===== config.mk =====
export PLATFORM = sky130hd
export DESIGN_NAME = spi_temp_responder
export DESIGN_NICKNAME = d
export VERILOG_FILES = /design/src/rtl/spi_temp_pkg.sv /design/src/rtl/spi_edge_sync.sv /design/src/rtl/spi_temp_responder.sv
export SDC_FILE = /design/constraint.sdc
export NUM_CORES = 1
export LEC_CHECK = 0
export BUFFER_PORTS_ARGS = -buffer_cell sky130_fd_sc_hd__buf_2
export CORE_MARGIN = 1
export CORE_UTILIZATION = 42
export CTS_CLUSTER_DIAMETER = 100
export DETAILED_ROUTE_END_ITERATION = 12
export PLACE_DENSITY = 0.61
export SYNTH_ARGS = -nofsm -noshare
export SYNTH_HDL_FRONTEND = slang
export SYNTH_HIERARCHICAL = 1
export SYNTH_SLANG_ARGS = --single-unit

===== constraint.sdc =====
create_clock -name clk -period 2 [get_ports clk]
set_clock_uncertainty 0.15 [all_clocks]
set_input_delay 0.2 -clock clk [delete_from_list [all_inputs] [get_ports clk]]
set_output_delay 0.2 -clock clk [all_outputs]
set_load 0.01 [all_outputs]

===== src/rtl/spi_temp_pkg.sv =====
`default_nettype none
// ============================================================================
// Module      : spi_temp_pkg
// Description : Shared types and constants for the SPI temperature-sensor
//               responder: FSM state encoding, command opcodes, and the
//               default frame geometry agreed with the temp controller.
// Revision    : 1.0 - initial release
// ============================================================================
package spi_temp_pkg;

    // Frame geometry shared with the controller side of the link.
    localparam int DEF_CMD_BITS  = 8;
    localparam int DEF_DATA_BITS = 16;

    // Command opcodes understood by the responder.
    localparam logic [7:0] OP_READ_TEMP = 8'h01;
    localparam logic [7:0] OP_READ_ID   = 8'h0F;

    // Responder frame state.
    typedef enum logic [1:0] {
        IDLE = 2'd0,
        CMD  = 2'd1,
        DATA = 2'd2,
        DONE = 2'd3
    } state_t;

    // Larger of two integers; sizes the shared bit counter.
    function automatic int max_int(input int a, input int b);
        return (a > b) ? a : b;
    endfunction

endpackage
`default_nettype wire


===== src/rtl/spi_edge_sync.sv =====
`default_nettype none
// ============================================================================
// Module      : spi_edge_sync
// Description : Multi-flop synchronizer for one asynchronous input plus
//               single-cycle rise/fall pulses derived from the synchronized
//               copy.
// Ports       : clk, rst      - system clock, synchronous active-high reset
//               async_in      - asynchronous input
//               sync_out      - synchronized level
//               rise, fall    - 1-cycle edge pulses on sync_out
// Revision    : 1.0 - initial release
// ============================================================================
module spi_edge_sync #(
    parameter int SYNC_STAGES = 2
) (
    input  logic clk,
    input  logic rst,
    input  logic async_in,
    output logic sync_out,
    output logic rise,
    output logic fall
);

    logic [SYNC_STAGES-1:0] r_chain;
    logic                   r_prev;

    // The chain and the edge history reset to 0. For cs this means a chip
    // select that is already low when reset lifts produces no fall edge, so
    // the frame in progress is not picked up halfway.
    always_ff @(posedge clk) begin
        if (rst) begin
            r_chain <= '0;
            r_prev  <= 1'b0;
        end else begin
            r_chain <= {r_chain[SYNC_STAGES-2:0], async_in};
            r_prev  <= r_chain[SYNC_STAGES-1];
        end
    end

    assign sync_out = r_chain[SYNC_STAGES-1];
    assign rise     =  sync_out & ~r_prev;
    assign fall     = ~sync_out &  r_prev;

endmodule
`default_nettype wire


===== src/rtl/spi_temp_responder.sv =====
`default_nettype none
// ============================================================================
// Module      : spi_temp_responder
// Description : SPI mode-0 responder emulating a temperature sensor. Receives
//               a CMD_BITS command on din (sampled on sclk rise), then returns
//               a DATA_BITS word on dout MSB first (changed on sclk fall).
//               All SPI inputs are oversampled in the clk domain.
// Ports       : clk, rst            - system clock, sync active-high reset
//               cs, sclk, din       - SPI inputs (async to clk)
//               dout                - SPI output, 0 when not driving
//               temp_code/temp_load - holding-register update strobe
//               cmd, cmd_valid      - last command and its update pulse
//               busy                - frame in progress
//               frame_err           - pulse on premature cs rise
// Revision    : 1.0 - initial release
// ============================================================================
module spi_temp_responder
    import spi_temp_pkg::*;
#(
    parameter int          CMD_BITS     = DEF_CMD_BITS,
    parameter int          DATA_BITS    = DEF_DATA_BITS,
    parameter int          SYNC_STAGES  = 2,
    parameter logic [15:0] DEFAULT_CODE = 16'h0190,
    parameter logic [15:0] DEVICE_ID    = 16'h5443
) (
    input  logic                 clk,
    input  logic                 rst,
    input  logic                 cs,
    input  logic                 sclk,
    input  logic                 din,
    output logic                 dout,
    input  logic [DATA_BITS-1:0] temp_code,
    input  logic                 temp_load,
    output logic [CMD_BITS-1:0]  cmd,
    output logic                 cmd_valid,
    output logic                 busy,
    output logic                 frame_err
);

    localparam int C_CNT_W = $clog2(max_int(CMD_BITS, DATA_BITS));

    // ------------------------------------------------------------------
    // Input synchronization and edge detection
    // ------------------------------------------------------------------
    logic w_cs_s;
    logic w_cs_rise;
    logic w_cs_fall;
    logic w_sclk_s;
    logic w_sclk_rise;
    logic w_sclk_fall;
    logic w_din_s;
    logic w_unused_sclk_level;

    spi_edge_sync #(.SYNC_STAGES(SYNC_STAGES)) u_cs_sync (
        .clk      (clk),
        .rst      (rst),
        .async_in (cs),
        .sync_out (w_cs_s),
        .rise     (w_cs_rise),
        .fall     (w_cs_fall)
    );

    spi_edge_sync #(.SYNC_STAGES(SYNC_STAGES)) u_sclk_sync (
        .clk      (clk),
        .rst      (rst),
        .async_in (sclk),
        .sync_out (w_sclk_s),
        .rise     (w_sclk_rise),
        .fall     (w_sclk_fall)
    );

    // Only sclk edges matter; the level itself is not used.
    assign w_unused_sclk_level = w_sclk_s;

    // din only needs a level, so it gets a bare synchronizer chain of the
    // same depth, keeping it aligned with the sclk edge pulses.
    logic [SYNC_STAGES-1:0] r_din_sync;

    always_ff @(posedge clk) begin
        if (rst) begin
            r_din_sync <= '0;
        end else begin
            r_din_sync <= {r_din_sync[SYNC_STAGES-2:0], din};
        end
    end

    assign w_din_s = r_din_sync[SYNC_STAGES-1];

    // ------------------------------------------------------------------
    // Datapath registers
    // ------------------------------------------------------------------
    state_t                r_state;
    logic                  r_armed;
    logic [C_CNT_W-1:0]    r_bit_cnt;
    logic [CMD_BITS-2:0]   r_cmd_sr;
    logic [DATA_BITS-1:0]  r_shadow;
    logic [DATA_BITS-1:0]  r_holding;

    // The command word as it will look once the current din bit is shifted
    // in; used on the final command rise so cmd and the snapshot select see
    // the complete command in the same cycle.
    logic [CMD_BITS-1:0]   w_cmd_next;
    logic [DATA_BITS-1:0]  w_snapshot;

    assign w_cmd_next = {r_cmd_sr, w_din_s};

    // Snapshot reads r_holding before any same-cycle temp_load takes
    // effect, so a coincident load lands in the next frame, not this one.
    always_comb begin
        w_snapshot = '0;
        if (w_cmd_next == CMD_BITS'(OP_READ_TEMP)) begin
            w_snapshot = r_holding;
        end else if (w_cmd_next == CMD_BITS'(OP_READ_ID)) begin
            w_snapshot = DATA_BITS'(DEVICE_ID);
        end
    end

    // ------------------------------------------------------------------
    // Frame FSM
    // ------------------------------------------------------------------
    always_ff @(posedge clk) begin
        if (rst) begin
            r_state   <= IDLE;
            r_armed   <= 1'b0;
            r_bit_cnt <= '0;
            r_cmd_sr  <= '0;
            r_shadow  <= '0;
            r_holding <= DATA_BITS'(DEFAULT_CODE);
            dout      <= 1'b0;
            cmd       <= '0;
            cmd_valid <= 1'b0;
            busy      <= 1'b0;
            frame_err <= 1'b0;
        end else begin
            cmd_valid <= 1'b0;
            frame_err <= 1'b0;

            if (temp_load) begin
                r_holding <= temp_code;
            end

            if (w_cs_s) begin
                r_armed <= 1'b1;
            end

            if (w_cs_rise) begin
                // cs rise takes priority over any sclk edge in the same cycle.
                r_state   <= IDLE;
                busy      <= 1'b0;
                dout      <= 1'b0;
                r_armed   <= 1'b1;
                frame_err <= (r_state == CMD) || (r_state == DATA);
            end else if (!w_cs_s) begin
                // Edges while cs is high are glitches and never reach here.
                case (r_state)
                    IDLE: begin
                        if (w_cs_fall && r_armed) begin
                            r_state   <= CMD;
                            r_bit_cnt <= '0;
                            busy      <= 1'b1;
                        end
                    end

                    CMD: begin
                        if (w_sclk_rise) begin
                            r_cmd_sr <= w_cmd_next[CMD_BITS-2:0];
                            if (r_bit_cnt == C_CNT_W'(CMD_BITS - 1)) begin
                                cmd       <= w_cmd_next;
                                cmd_valid <= 1'b1;
                                r_shadow  <= w_snapshot;
                                r_bit_cnt <= '0;
                                r_state   <= DATA;
                            end else begin
                                r_bit_cnt <= r_bit_cnt + C_CNT_W'(1);
                            end
                        end
                    end

                    DATA: begin
                        if (w_sclk_fall) begin
                            dout     <= r_shadow[DATA_BITS-1];
                            r_shadow <= r_shadow << 1;
                        end
                        if (w_sclk_rise) begin
                            if (r_bit_cnt == C_CNT_W'(DATA_BITS - 1)) begin
                                r_state <= DONE;
                                dout    <= 1'b0;
                            end else begin
                                r_bit_cnt <= r_bit_cnt + C_CNT_W'(1);
                            end
                        end
                    end

                    DONE: begin
                        dout <= 1'b0;
                    end

                    default: begin
                        r_state <= IDLE;
                        busy    <= 1'b0;
                        dout    <= 1'b0;
                    end
                endcase
            end
        end
    end

endmodule
`default_nettype wire


Yosys cells after proc, flatten, opt, wreduce, memory -nomap -nowiden
Cells that the tools add are included.
{"block": "word_totals", "out_inout_bits": 12, "register_bits": 66, "inputBits": 22}
{"block": "classes", "n_bitwise": 11, "n_addsub": 1, "eq_ne": 14, "reduce_logical": 17, "muxes": 25}
{"cell": "$mux W16", "count": 4}
{"cell": "$pmux W16 S2", "count": 1}
{"cell": "$mux W4", "count": 5}
{"cell": "$mux W15", "count": 1}
{"cell": "$reduce_and A7 Y1", "count": 2}
{"cell": "$pmux W4 S3", "count": 1}
{"cell": "$mux W2", "count": 5}
{"cell": "$ne A2 B1 Y1 const B", "count": 5}
{"cell": "$eq A8 B1 Y1 const B", "count": 1}
{"cell": "$eq A8 B4 Y1 const B", "count": 1}
{"cell": "$not A1 Y1", "count": 7}
{"cell": "$mux W1", "count": 6}
{"cell": "$pmux W2 S3", "count": 1}
{"cell": "$reduce_and A6 Y1", "count": 1}
{"cell": "$reduce_bool A2 Y1", "count": 3}
{"cell": "$reduce_and A5 Y1", "count": 1}
{"cell": "$reduce_or A5 Y1", "count": 1}
{"cell": "$add A4 B1 Y4 const B", "count": 1}
{"cell": "$and A1 B1 Y1", "count": 4}
{"cell": "$eq A2 B2 Y1 const B", "count": 2}
{"cell": "$eq A4 B3 Y1 const B", "count": 1}
{"cell": "$eq A4 B4 Y1 const B", "count": 1}
{"cell": "$ne A2 B2 Y1 const B", "count": 2}
{"cell": "$reduce_and A4 Y1", "count": 1}
{"cell": "other kinds (9)", "count": 10}

Longest topological paths before layout
Gate-level depths: netlist of the first run.
{"block": "logic_depth", "depth_word": 6, "depth_mapped": 8}

By module
The synthesis of the first run kept the hierarchy.
{"mod": "spi_temp_responder", "seq_area_each_um2": 1201.2, "instances": 1, "cells_each": 270, "area_per_inst_um2": 2596.2}
{"mod": "spi_edge_sync", "seq_area_each_um2": 60.1, "instances": 2, "cells_each": 8, "area_per_inst_um2": 91.3}

Worst setup path after synthesis of the first run
OpenSTA, ideal clock, no wires.
{"block": "synth_path", "path_type": "register to register", "start": "register r_state[0]", "end": "register r_shadow[10]", "n_path_buf": 2, "path_slack_ns": -0.113, "synth_period_minus_slack_ns": 2.113, "setup_time_ns": 0.132, "t_arrival_ns": 1.831, "stages_incl_launch_ff": 9, "cell_sequence": "dfxtp_1 -> inv_1 -> ha_1 -> buf_2 -> mux2i_1 -> a2111o_1 -> buf_6 -> a221oi_1 -> nor3_1"}
{"block": "synth_via", "elab_chain_cells": 3, "elab_cells_between_ends": 8}
{"element": "from (decl)", "line_no": "spi_temp_responder.sv:92", "source": "state_t r_state;"}
{"element": "from (signal assigned)", "line_no": "spi_temp_responder.sv:123", "source": "r_state <= IDLE;"}
{"element": "from (signal assigned)", "line_no": "spi_temp_responder.sv:148", "source": "r_state <= IDLE;"}
{"element": "from (signal assigned)", "line_no": "spi_temp_responder.sv:158", "source": "r_state <= CMD;"}
{"element": "$eq A2 B2 Y1 or $eq A2 B1 Y1 (tied branches)", "line_no": "spi_temp_responder.sv:155", "source": "case (r_state)"}
{"element": "$ne A2 B1 Y1 (no line) or $reduce_bool A2 Y1 (tied branches)"}
{"element": "$reduce_and A6 Y1 (no line)"}
{"element": "to (signal assigned)", "line_no": "spi_temp_responder.sv:170", "source": "r_shadow <= w_snapshot;"}
{"element": "to (signal assigned)", "line_no": "spi_temp_responder.sv:182", "source": "r_shadow <= r_shadow << 1;"}
{"element": "to (decl)", "line_no": "spi_temp_responder.sv:96", "source": "logic [DATA_BITS-1:0] r_shadow;"}
Parallel ways exist; a longest one is shown, timed or not.
A chain may end at the register's enable or synchronous reset.

Worst setup path in the final report of the first run
{"block": "layout_path", "start": "register u_sclk_sync.r_chain[1]", "end": "register r_shadow[13]"}
{"block": "layout_via", "elab_cells_between_ends": 6}
{"element": "from (decl)", "line_no": "spi_edge_sync.sv:24", "source": "logic [SYNC_STAGES-1:0] r_chain;"}
{"element": "from (signal assigned)", "line_no": "spi_edge_sync.sv:35", "source": "r_chain <= {r_chain[SYNC_STAGES-2:0], async_in};"}
{"element": "$and A1 B1 Y1", "line_no": "spi_edge_sync.sv:41", "source": "assign rise = sync_out & ~r_prev;"}
{"element": "via w_sclk_rise", "line_no": "spi_temp_responder.sv:49", "source": "logic w_sclk_rise;"}
{"element": "$ne A2 B1 Y1 (no line)"}
{"element": "$reduce_and A6 Y1 (no line)"}
The timed path passes the listed nets, and every way through them passes these cells.

==> impl_metrics.tcl, run 1 <==
set metrics [dict create \
    netlist_area_um2 2780 \
    route.final.wire_length_mm 6.82 \
    asyncSetResetFlopFracSynth_pct 0 \
    final_common_cell "dfxtp_1" \
    grt_remaining_overflow 0 \
    layout_setup_ws_ps -92.3 \
    grt_max_degree 42 \
    comb_power_share_pct 7.9 \
    failing_checks "setup timing" \
    p_leak_nw 1.66 \
    timing_worst_slew_pin_value_ps 510 \
    synth-seq-cells 66 \
    cts-buffers-inserted 9 \
    hold_path_class "in2reg" \
    grt_util_met1_pct 25.4 \
    floorplan.rows 29 \
    antenna_violating_nets_post_route 0 \
    design_area_um2 3920 \
    floorplan.die.width_um 83.3 \
    grt_first_pass_wirelength_mm 10.8 \
    synth-main-ff-cell "dfxtp_1" \
    cell_internal_pwr_w 0.00248 \
    path_max_fanout 7 \
    totalNegativeSetupSlack_ps -786 \
    postSynthCellCount 286 \
    ctsRootBufferMaster "clkbuf_8" \
    vias 2420 \
    timing_hold_violations_final 0 \
    commonest_non_fill_non_tap_cells_in_the_layout "62 x dfxtp_1, 52 x nor2_1, 33 x buf_2, 33 x buf_4, 29 x mux2i_1" \
    status "complete, but fails checks" \
    number_of_nets_produced_by_synthesis 314 \
    tritoncts "built" \
    synth_area_per_cell_um2 9.72 \
    global_route.usage.met3_pct 5.17 \
    routed_via_density 5.34 \
    fill_cells 519 \
    grt.busiest_layer "met2" \
    clk-insertion-delay-late_ps 350 \
    io_buffers 33 \
    pwr-share-seq_pct 43.5 \
    chipHeight_um 83.3 \
    grt_setup_unrepaired "true" \
    worst_ep_required_time_ps 2070 \
    swShare_pct 21.9 \
    htree_levels 3 \
    drv_slew 0 \
    finalWeightedCongestion 0.759 \
    synth-warning-count 6 \
    synth_enable_flop_cells 0 \
    synth-seq-area-share_pct 47.5 \
    standard_cell_area_after_detailed_placement_um2 3210 \
    cts.reportedPaths.clkPinSlew_ps 80 \
    timing.final.setup_violations 13 \
    ctsLongestPathBuffers 2 \
    core_footprint_um2 6390 \
    p_switching_w 0.000696 \
    route.detailed.drc 0 \
    floorplan.initialDensity_pct 43.5 \
    min_period_over_period_pct 105 \
    grt.met2_usage_pct 31.5 \
    numClockSinks 66 \
    yosys.cell_types.count 44 \
    min_tclk_post_route_ps 2090 \
    dr.first_iter.drc_count 92 \
    timing.critical_path.from_type "flip-flop" \
    layout.nets 399 \
    worst-r2r-setup-slack_ps -90 \
    gr-usage-all-layers_pct 19.7 \
    area_growth_syn_to_layout_pct 41.2 \
    clock_power_share_pct 48.6 \
    worst_ep_arrival_time_ps 2160 \
    max_clock_freq_mhz 478 \
    drt_first_pass_iters 4 \
    maximum_capacitance_violations 0 \
    post_route_cells_drive_above_1_share_pct 34.6 \
    ir_worst_vdd_uv 688 \
    dp.final_hpwl_mm 4.05 \
    slew_headroom_pct 66.0 \
    post-place-ws_ps -28.1 \
    antenna_diodes 0 \
    number_of_global_route_vias_before_repair 2252 \
    routed_len_inst_um 15.1 \
    design.portCount 34 \
    grt_antenna_before_repair 0 \
    critical_path_class "reg2reg" \
    endpoint_kind "flip-flop" \
    power.density_cell_area_nw_per_um2 809 \
    design.die.area_um2 6950 \
]
## layout make-up
cell class              count  area (um^2)  area share (%)
multi-input cells         196         1500            38.1
well taps                  77         96.3            2.46
inverters                   5         21.3           0.542
flip-flops and latches     66         1330            34.0
clock buffers              10          138            3.51
repair buffers             93          702            17.9
clock inverters             6          136            3.48
## routing by layer
| metal | vias to the layer above | part of all wire [%] |
|---|---|---|
| met3 | 13 | 4.2 |
| met1 | 1155 | 46 |
| met4 | 0 | 2.3 |
| met2 | 51 | 47 |
| li1 | 1201 | - |
| met5 | - | 0 |
## stage by stage
stage / total power (W) / utilization (%) / hold slack, ps / std cells
3_5_place_dp: 0.00160 / 50.3 / 262 / 410
6_report: 0.00317 / 61.4 / 114 / 453
5_1_grt: 0.00328 / 61.4 / 122 / 453
3_3_place_gp: 0.00160 / 50.3 / 259 / 410
4_1_cts: 0.00317 / 58.2 / 115 / 445
2_1_floorplan: 0.00152 / - / 122 / 286
## worst max-delay path: stages (launching register included)
cell,delay (ps)
dfxtp_2,360
nor2b_4,180
nand4b_1,190
a2111o_1,630
buf_6,200
a221oi_2,180
nor3_1,70
## worst paths after layout
| path | end | startpoint | cells past startpoint |
|---|---|---|---|
| worst max-delay path | r_shadow[13] | u_sclk_sync/r_chain[1] | 6 |
| worst min-delay path | cmd[6] | rst | 2 |
| worst min register to register | u_cs_sync/r_chain[1] | u_cs_sync/r_chain[0] | 1 |
| worst max register to register | r_shadow[13] | u_sclk_sync/r_chain[1] | 6 |
## synth_stat cells (2+ instances only)
| library cell | instances | area (um^2) |
|---|---|---|
| a211o_1 | 3 | 26.3 |
| a21o_2 | 6 | 52.6 |
| a21oi_1 | 6 | 30.0 |
| a221oi_1 | 14 | 123 |
| a41oi_1 | 2 | 17.5 |
| buf_1 | 4 | 15.0 |
| buf_2 | 4 | 20.0 |
| buf_4 | 3 | 22.5 |
| clkbuf_1 | 6 | 22.5 |
| dfxtp_1 | 66 | 1320 |
| ha_1 | 6 | 75.1 |
| inv_1 | 5 | 18.8 |
| mux2i_1 | 31 | 310 |
| nand2_1 | 5 | 18.8 |
| nand3_1 | 4 | 20.0 |
| nand4_1 | 2 | 12.5 |
| nand4b_1 | 2 | 17.5 |
| nor2_1 | 52 | 195 |
| nor2b_1 | 18 | 113 |
| nor3_1 | 18 | 90.1 |
| o21ai_0 | 4 | 20.0 |
| o31ai_1 | 2 | 15.0 |
| or4_1 | 2 | 15.0 |
## power by group through the flow
stage	Combinational, W	Sequential [W]	Clock [W]
floorplan	0.000122	0.00140	0
global route	0.000273	0.00138	0.00163
global placement	0.000188	0.00141	0
detailed placement	0.000190	0.00141	0
CTS	0.000224	0.00138	0.00157
finish	0.000250	0.00138	0.00154
## logic make-up (layout without fill, tap and decap cells)
family / after synthesis / count (layout) / synth area share (%)
AND/OR/NAND/NOR: 113 / 113 / 20.5
buffers and inverters: 24 / 114 / 4.14
AO/OA/AOI/OAI: 46 / 46 / 13.9
multiplexers: 31 / 31 / 11.2
adder cells (fa/ha/maj): 6 / 6 / 2.70
flip-flops: 66 / 66 / 47.5
## sequential cells by signal, indices dropped and copies added, names as in the netlist
signal and flops:
busy 1, cmd 8, cmd_valid 1, dout 1
frame_err 1, r_armed 1, r_bit_cnt 4, r_cmd_sr 7
r_din_sync 2, r_holding 16, r_shadow 16, r_state 2
u_cs_sync/r_chain 2, u_cs_sync/r_prev 1, u_sclk_sync/r_chain 2, u_sclk_sync/r_prev 1
## what timing repair did
item	CTS	global route
endpoints found under the setup margin	22	29
hold buffers	19	0
setup buffers	0	8
endpoints found under the hold margin	19	0
resized for setup	8	35
pin swaps	2	18
No activity file was read; power rests on OpenSTA's default activity.
==> inputs of run 2 (changes only) <==
PLACE_DENSITY = 0.73   (was 0.61)
==> impl_metrics.tcl, run 2 (same netlist as run 1, synthesis figures left out) <==
set metrics [dict create \
    status "finished, final reports clean" \
    chipHeight_um 83.3 \
    layout_setup_ws_ps 21.5 \
    routed_via_density 5.36 \
    maximum_capacitance_violations 0 \
    p_leak_nw 1.57 \
    worst_path_max_delay_cell "a2111o_1" \
    reg_top3 "r_holding: 16 flops, r_shadow: 16 flops, cmd: 8 flops" \
    final_common_cell "dfxtp_1" \
    drv_slew 0 \
    floorplan.rows 29 \
    timing.critical_path.from_type "flip-flop" \
    worst_ep_required_time_ps 2050 \
    path_max_fanout 16 \
    clk-insertion-delay-late_ps 340 \
    worst_ep_arrival_time_ps 2030 \
    post-place-ws_ps 32.8 \
    standard_cell_area_after_detailed_placement_um2 3150 \
    dp.final_hpwl_mm 3.86 \
    routed_len_inst_um 14.9 \
    antenna_violating_nets_post_route 0 \
    cts-buffers-inserted 9 \
    grt_antenna_before_repair 0 \
    min_period_over_period_pct 98.9 \
    route.detailed.drc 0 \
    finalWeightedCongestion 0.786 \
    design.die.area_um2 6950 \
    power.density_cell_area_nw_per_um2 723 \
    timing_worst_slew_pin_value_ps 635 \
    commonest_non_fill_non_tap_cells_in_the_layout "63 x dfxtp_1, 52 x nor2_1, 33 x buf_2, 30 x mux2i_1, 20 x buf_4" \
    tritoncts "built" \
    timing_hold_violations_final 0 \
    design_area_um2 3730 \
    htree_levels 3 \
    grt_remaining_overflow 0 \
    ir_worst_vdd_uv 486 \
    worst_path_largest_cell_delay_ps 500 \
    core_footprint_um2 6390 \
    endpoint_kind "flip-flop" \
    grt_first_pass_wirelength_mm 10.2 \
    numClockSinks 66 \
    critical_path.cell_chain "ha_2, nand4b_1, a2111o_1, buf_12, a221oi_1, nor3_1" \
    layout.nets 382 \
    io_buffers 33 \
    slew_headroom_pct 57.6 \
    ctsLongestPathBuffers 2 \
    post_route_cells_drive_above_1_share_pct 32.3 \
    route.final.wire_length_mm 6.48 \
    reg2reg_depth 6 \
    hold_path_class "in2reg" \
    design.portCount 34 \
    drt_first_pass_iters 4 \
    grt_max_degree 64 \
    number_of_global_route_vias_before_repair 2255 \
    fill_cells 521 \
    gr-usage-all-layers_pct 18.5 \
    floorplan.die.width_um 83.3 \
    critical_path_class "reg2reg" \
    dr.first_iter.drc_count 155 \
    timing.final.setup_violations 0 \
    min_delay_path_depth 4 \
    worst-r2r-setup-slack_ps 20 \
    antenna_diodes 0 \
    grt_setup_unrepaired "true" \
    cts.reportedPaths.clkPinSlew_ps 70 \
    area_growth_syn_to_layout_pct 34.1 \
    vias 2338 \
    ctsRootBufferMaster "clkbuf_8" \
    floorplan.initialDensity_pct 43.5 \
    max_clock_freq_mhz 505 \
    min_tclk_post_route_ps 1980 \
]
[run 2: cell types whose count changed in the layout (fill, tap and decap cells not counted), sizes merged]
cell | previous run | this run
buf | 74 | 57
inv | 6 | 5
clkinv | 0 | 4
bufinv | 4 | 1
[run 2: path summary, 6_finish.rpt]
path | from | endpoint
max | r_bit_cnt[0] | r_shadow[4]
min | rst | r_state[0]
max reg2reg | r_bit_cnt[0] | r_shadow[4]
min reg2reg | u_cs_sync/r_chain[0] | u_cs_sync/r_chain[1]
[run 2: layer usage]
metal	part of all wire (%)	vias up	track usage [%]	wire length, um
li1	-	1160	-	-
met5	0	-	0	0
met1	43	1094	22.2	2810
met4	3.1	0	13.0	204
met3	3.8	17	3.88	246
met2	50	67	29.5	3220
[run 2: cell type report]
class | instances | area [um^2] | area share [%]
Multi-Input combinational cell | 196 | 1520 | 40.8
Clock buffer | 10 | 128 | 3.43
Sequential cell | 66 | 1330 | 35.6
Clock inverter | 6 | 57.6 | 1.54
Tap cell | 77 | 96.3 | 2.59
Inverter | 5 | 21.3 | 0.571
Timing Repair Buffer | 76 | 577 | 15.5
[run 2: per-stage QoR]
stage | utilization, % | hold slack (ps) | power, W | TNS (ps) | cells
finish | 58.3 | 76.7 | 0.00269 | 0 | 436
global route | 58.3 | 94.1 | 0.00281 | -104 | 436
CTS | 55.3 | 74.8 | 0.00269 | 0 | 435
detailed placement | 49.4 | 263 | 0.00159 | 0 | 400
global placement | 49.4 | 257 | 0.00159 | 0 | 400
floorplan | - | 122 | 0.00152 | 0 | 286
[run 2: critical path, delay by kind of cell (launching register included)]
kind                     cells  cell delay, ps
AND/OR/NAND/NOR              2             260
adder cells (fa/ha/maj)      1             180
buffers and inverters        1             180
flip-flops                   1             350
AO/OA/AOI/OAI                2             730
[run 2: timing repair]
item,CTS,global route
buffers inserted,0,1
hold buffers,19,0
endpoints found under the hold margin,19,0
endpoints found under the setup margin,1,28
gates resized for setup,1,42
pin swaps,1,6
[run 2: where the power goes]
| group | internal, W | total [W] | switching, W | leakage (nW) |
|---|---|---|---|---|
| clock network | 0.000567 | 0.00107 | 0.000505 | 0.0958 |
| registers | 0.00135 | 0.00139 | 0.0000310 | 0.539 |
| logic | 0.000122 | 0.000238 | 0.000116 | 0.932 |
==> inputs of run 3 (changes only) <==
SETUP_SLACK_MARGIN = 0.4   (was default)
==> impl_metrics.tcl, run 3 (same netlist as run 1, synthesis figures left out) <==
set metrics [dict create \
    slew_headroom_pct 65.8 \
    global_route.usage.met3_pct 5.47 \
    p_leak_nw 1.62 \
    worst_ep_arrival_time_ps 1990 \
    core_footprint_um2 6390 \
    timing.final.setup_violations 0 \
    critical_path.reg2reg.startpoint "r_state[0]" \
    grt_max_degree 40 \
    dr.first_iter.drc_count 99 \
    ctsRootBufferMaster "clkbuf_8" \
    ir_worst_vdd_uv 475 \
    critical_path_class "reg2reg" \
    grt_remaining_overflow 0 \
    timing.critical_path.from_type "flip-flop" \
    route.detailed.drc 0 \
    design.die.area_um2 6950 \
    cts.reportedPaths.clkPinSlew_ps 70 \
    totalNegativeSetupSlack_ps 0 \
    reg2reg_depth 7 \
    status "finished, final reports clean" \
    hp-start "rst" \
    grt_antenna_before_repair 0 \
    swShare_pct 23.6 \
    worst-r2r-setup-slack_ps 90 \
    vias 2406 \
    cell_internal_pwr_w 0.00219 \
    routed_via_density 5.42 \
    hold_path_class "in2reg" \
    route.final.wire_length_mm 7.07 \
    area_growth_syn_to_layout_pct 44.2 \
    final_common_cell "dfxtp_1" \
    pwr-share-seq_pct 48.4 \
    finalWeightedCongestion 0.810 \
    tritoncts "built" \
    min_tclk_post_route_ps 1910 \
    reg_top3 "r_holding: 16 flops, r_shadow: 16 flops, cmd: 8 flops" \
    worst_min_delay_path_endpoint "r_cmd_sr[1]" \
    htree_levels 3 \
    power.density_cell_area_nw_per_um2 714 \
    capture_instance_of_the_worst_register_to_register_path "r_shadow[2]" \
    grt_first_pass_wirelength_mm 11.7 \
    timing_worst_slew_pin_value_ps 512 \
    antenna_violating_nets_post_route 0 \
    grt_util_met1_pct 26.3 \
    worst_ep_required_time_ps 2080 \
    endpoint_kind "flip-flop" \
    grt.met2_usage_pct 34.6 \
    floorplan.die.width_um 83.3 \
    clk-insertion-delay-late_ps 350 \
    fill_cells 493 \
    floorplan.initialDensity_pct 43.5 \
    commonest_non_fill_non_tap_cells_in_the_layout "59 x dfxtp_1, 50 x nor2_1, 33 x buf_2, 28 x mux2i_1, 21 x buf_4" \
    clock_power_share_pct 42.5 \
    routed_len_inst_um 15.9 \
    min_delay_path_depth 2 \
    grt_setup_unrepaired "true" \
    numClockSinks 66 \
    timing_hold_violations_final 0 \
    p_switching_w 0.000674 \
    post_route_cells_drive_above_1_share_pct 38.7 \
    comb_power_share_pct 9.1 \
    ctsLongestPathBuffers 2 \
    design_power_total_w 0.00286 \
    max_clock_freq_mhz 524 \
    maximum_capacitance_violations 0 \
    drv_slew 0 \
    drt_first_pass_iters 5 \
    number_of_global_route_vias_before_repair 2403 \
    dp.final_hpwl_mm 4.03 \
    floorplan.rows 29 \
    layout.nets 390 \
    path_max_fanout 16 \
    gr-usage-all-layers_pct 21.5 \
    cts-buffers-inserted 9 \
    chipHeight_um 83.3 \
    io_buffers 33 \
    grt.busiest_layer "met2" \
    min_period_over_period_pct 95.4 \
    design.portCount 34 \
    antenna_diodes 0 \
]
## run 3: worst max-delay path by stage
stage | startpoint | end | cells after the start
2_1_floorplan | r_state[0] | r_shadow[10] | 8
3_3_place_gp | r_state[1] | cmd[6] | 7
3_5_place_dp | r_state[1] | r_bit_cnt[2] | 6
4_1_cts | r_state[0] | r_state[0] | 7
5_1_grt | r_state[0] | r_shadow[2] | 7
6_report | r_state[0] | r_shadow[2] | 7
## run 3: metrics by stage
| step | utilization, % | std cells | cell area [um^2] | hold WS (ps) | setup slack (ps) |
|---|---|---|---|---|---|
| after floorplan | - | 286 | 2920 | 122 | 102 |
| after CTS | 60.8 | 441 | 3880 | 133 | 100 |
| after detailed placement | 51.1 | 397 | 3260 | 262 | 55.6 |
| final | 62.7 | 444 | 4010 | 136 | 92.0 |
| after global routing | 62.7 | 444 | 4010 | 161 | 29.1 |
| after global placement | 51.1 | 397 | 3260 | 259 | 58.3 |
## run 3: metal layers
| layer | vias to the layer above | wire (um) |
|---|---|---|
| met1 | 1144 | 3000 |
| met4 | 0 | 216 |
| met2 | 61 | 3550 |
| li1 | 1177 | - |
| met3 | 24 | 301 |
| met5 | - | 0 |
## run 3: timing repair
action,4_1_cts,5_1_grt
setup buffers,8,3
gates resized for setup,35,20
endpoints found under the setup margin,38,39
hold buffers,19,0
cloned,1,0
pin swaps,12,9
hold endpoints to repair,19,0
## run 3: worst max-delay path: stages (launching register included)
cell and delay (ps):
dfxtp_4 380, inv_4 50, ha_4 180, mux2i_4 190, a2111o_1 350, buf_12 180
a221oi_1 210, nor3_1 90
## run 3: power groups by stage
stage | clock network [W] | logic [W] | registers, W
after floorplan | 0 | 0.000133 | 0.00140
after global placement | 0 | 0.000189 | 0.00141
after detailed placement | 0 | 0.000193 | 0.00141
after CTS | 0.00123 | 0.000246 | 0.00138
after global routing | 0.00129 | 0.000283 | 0.00139
final | 0.00121 | 0.000261 | 0.00138
## run 3: cell type report
| type | count | area [um^2] | area share [%] |
|---|---|---|---|
| multi-input combinational | 196 | 1670 | 41.7 |
| sequential | 66 | 1340 | 33.4 |
| timing repair buffer | 84 | 667 | 16.6 |
| clock buffer | 11 | 131 | 3.28 |
| tap | 77 | 96.3 | 2.40 |
| clock inverter | 5 | 78.8 | 1.97 |
| inverter | 5 | 23.8 | 0.593 |
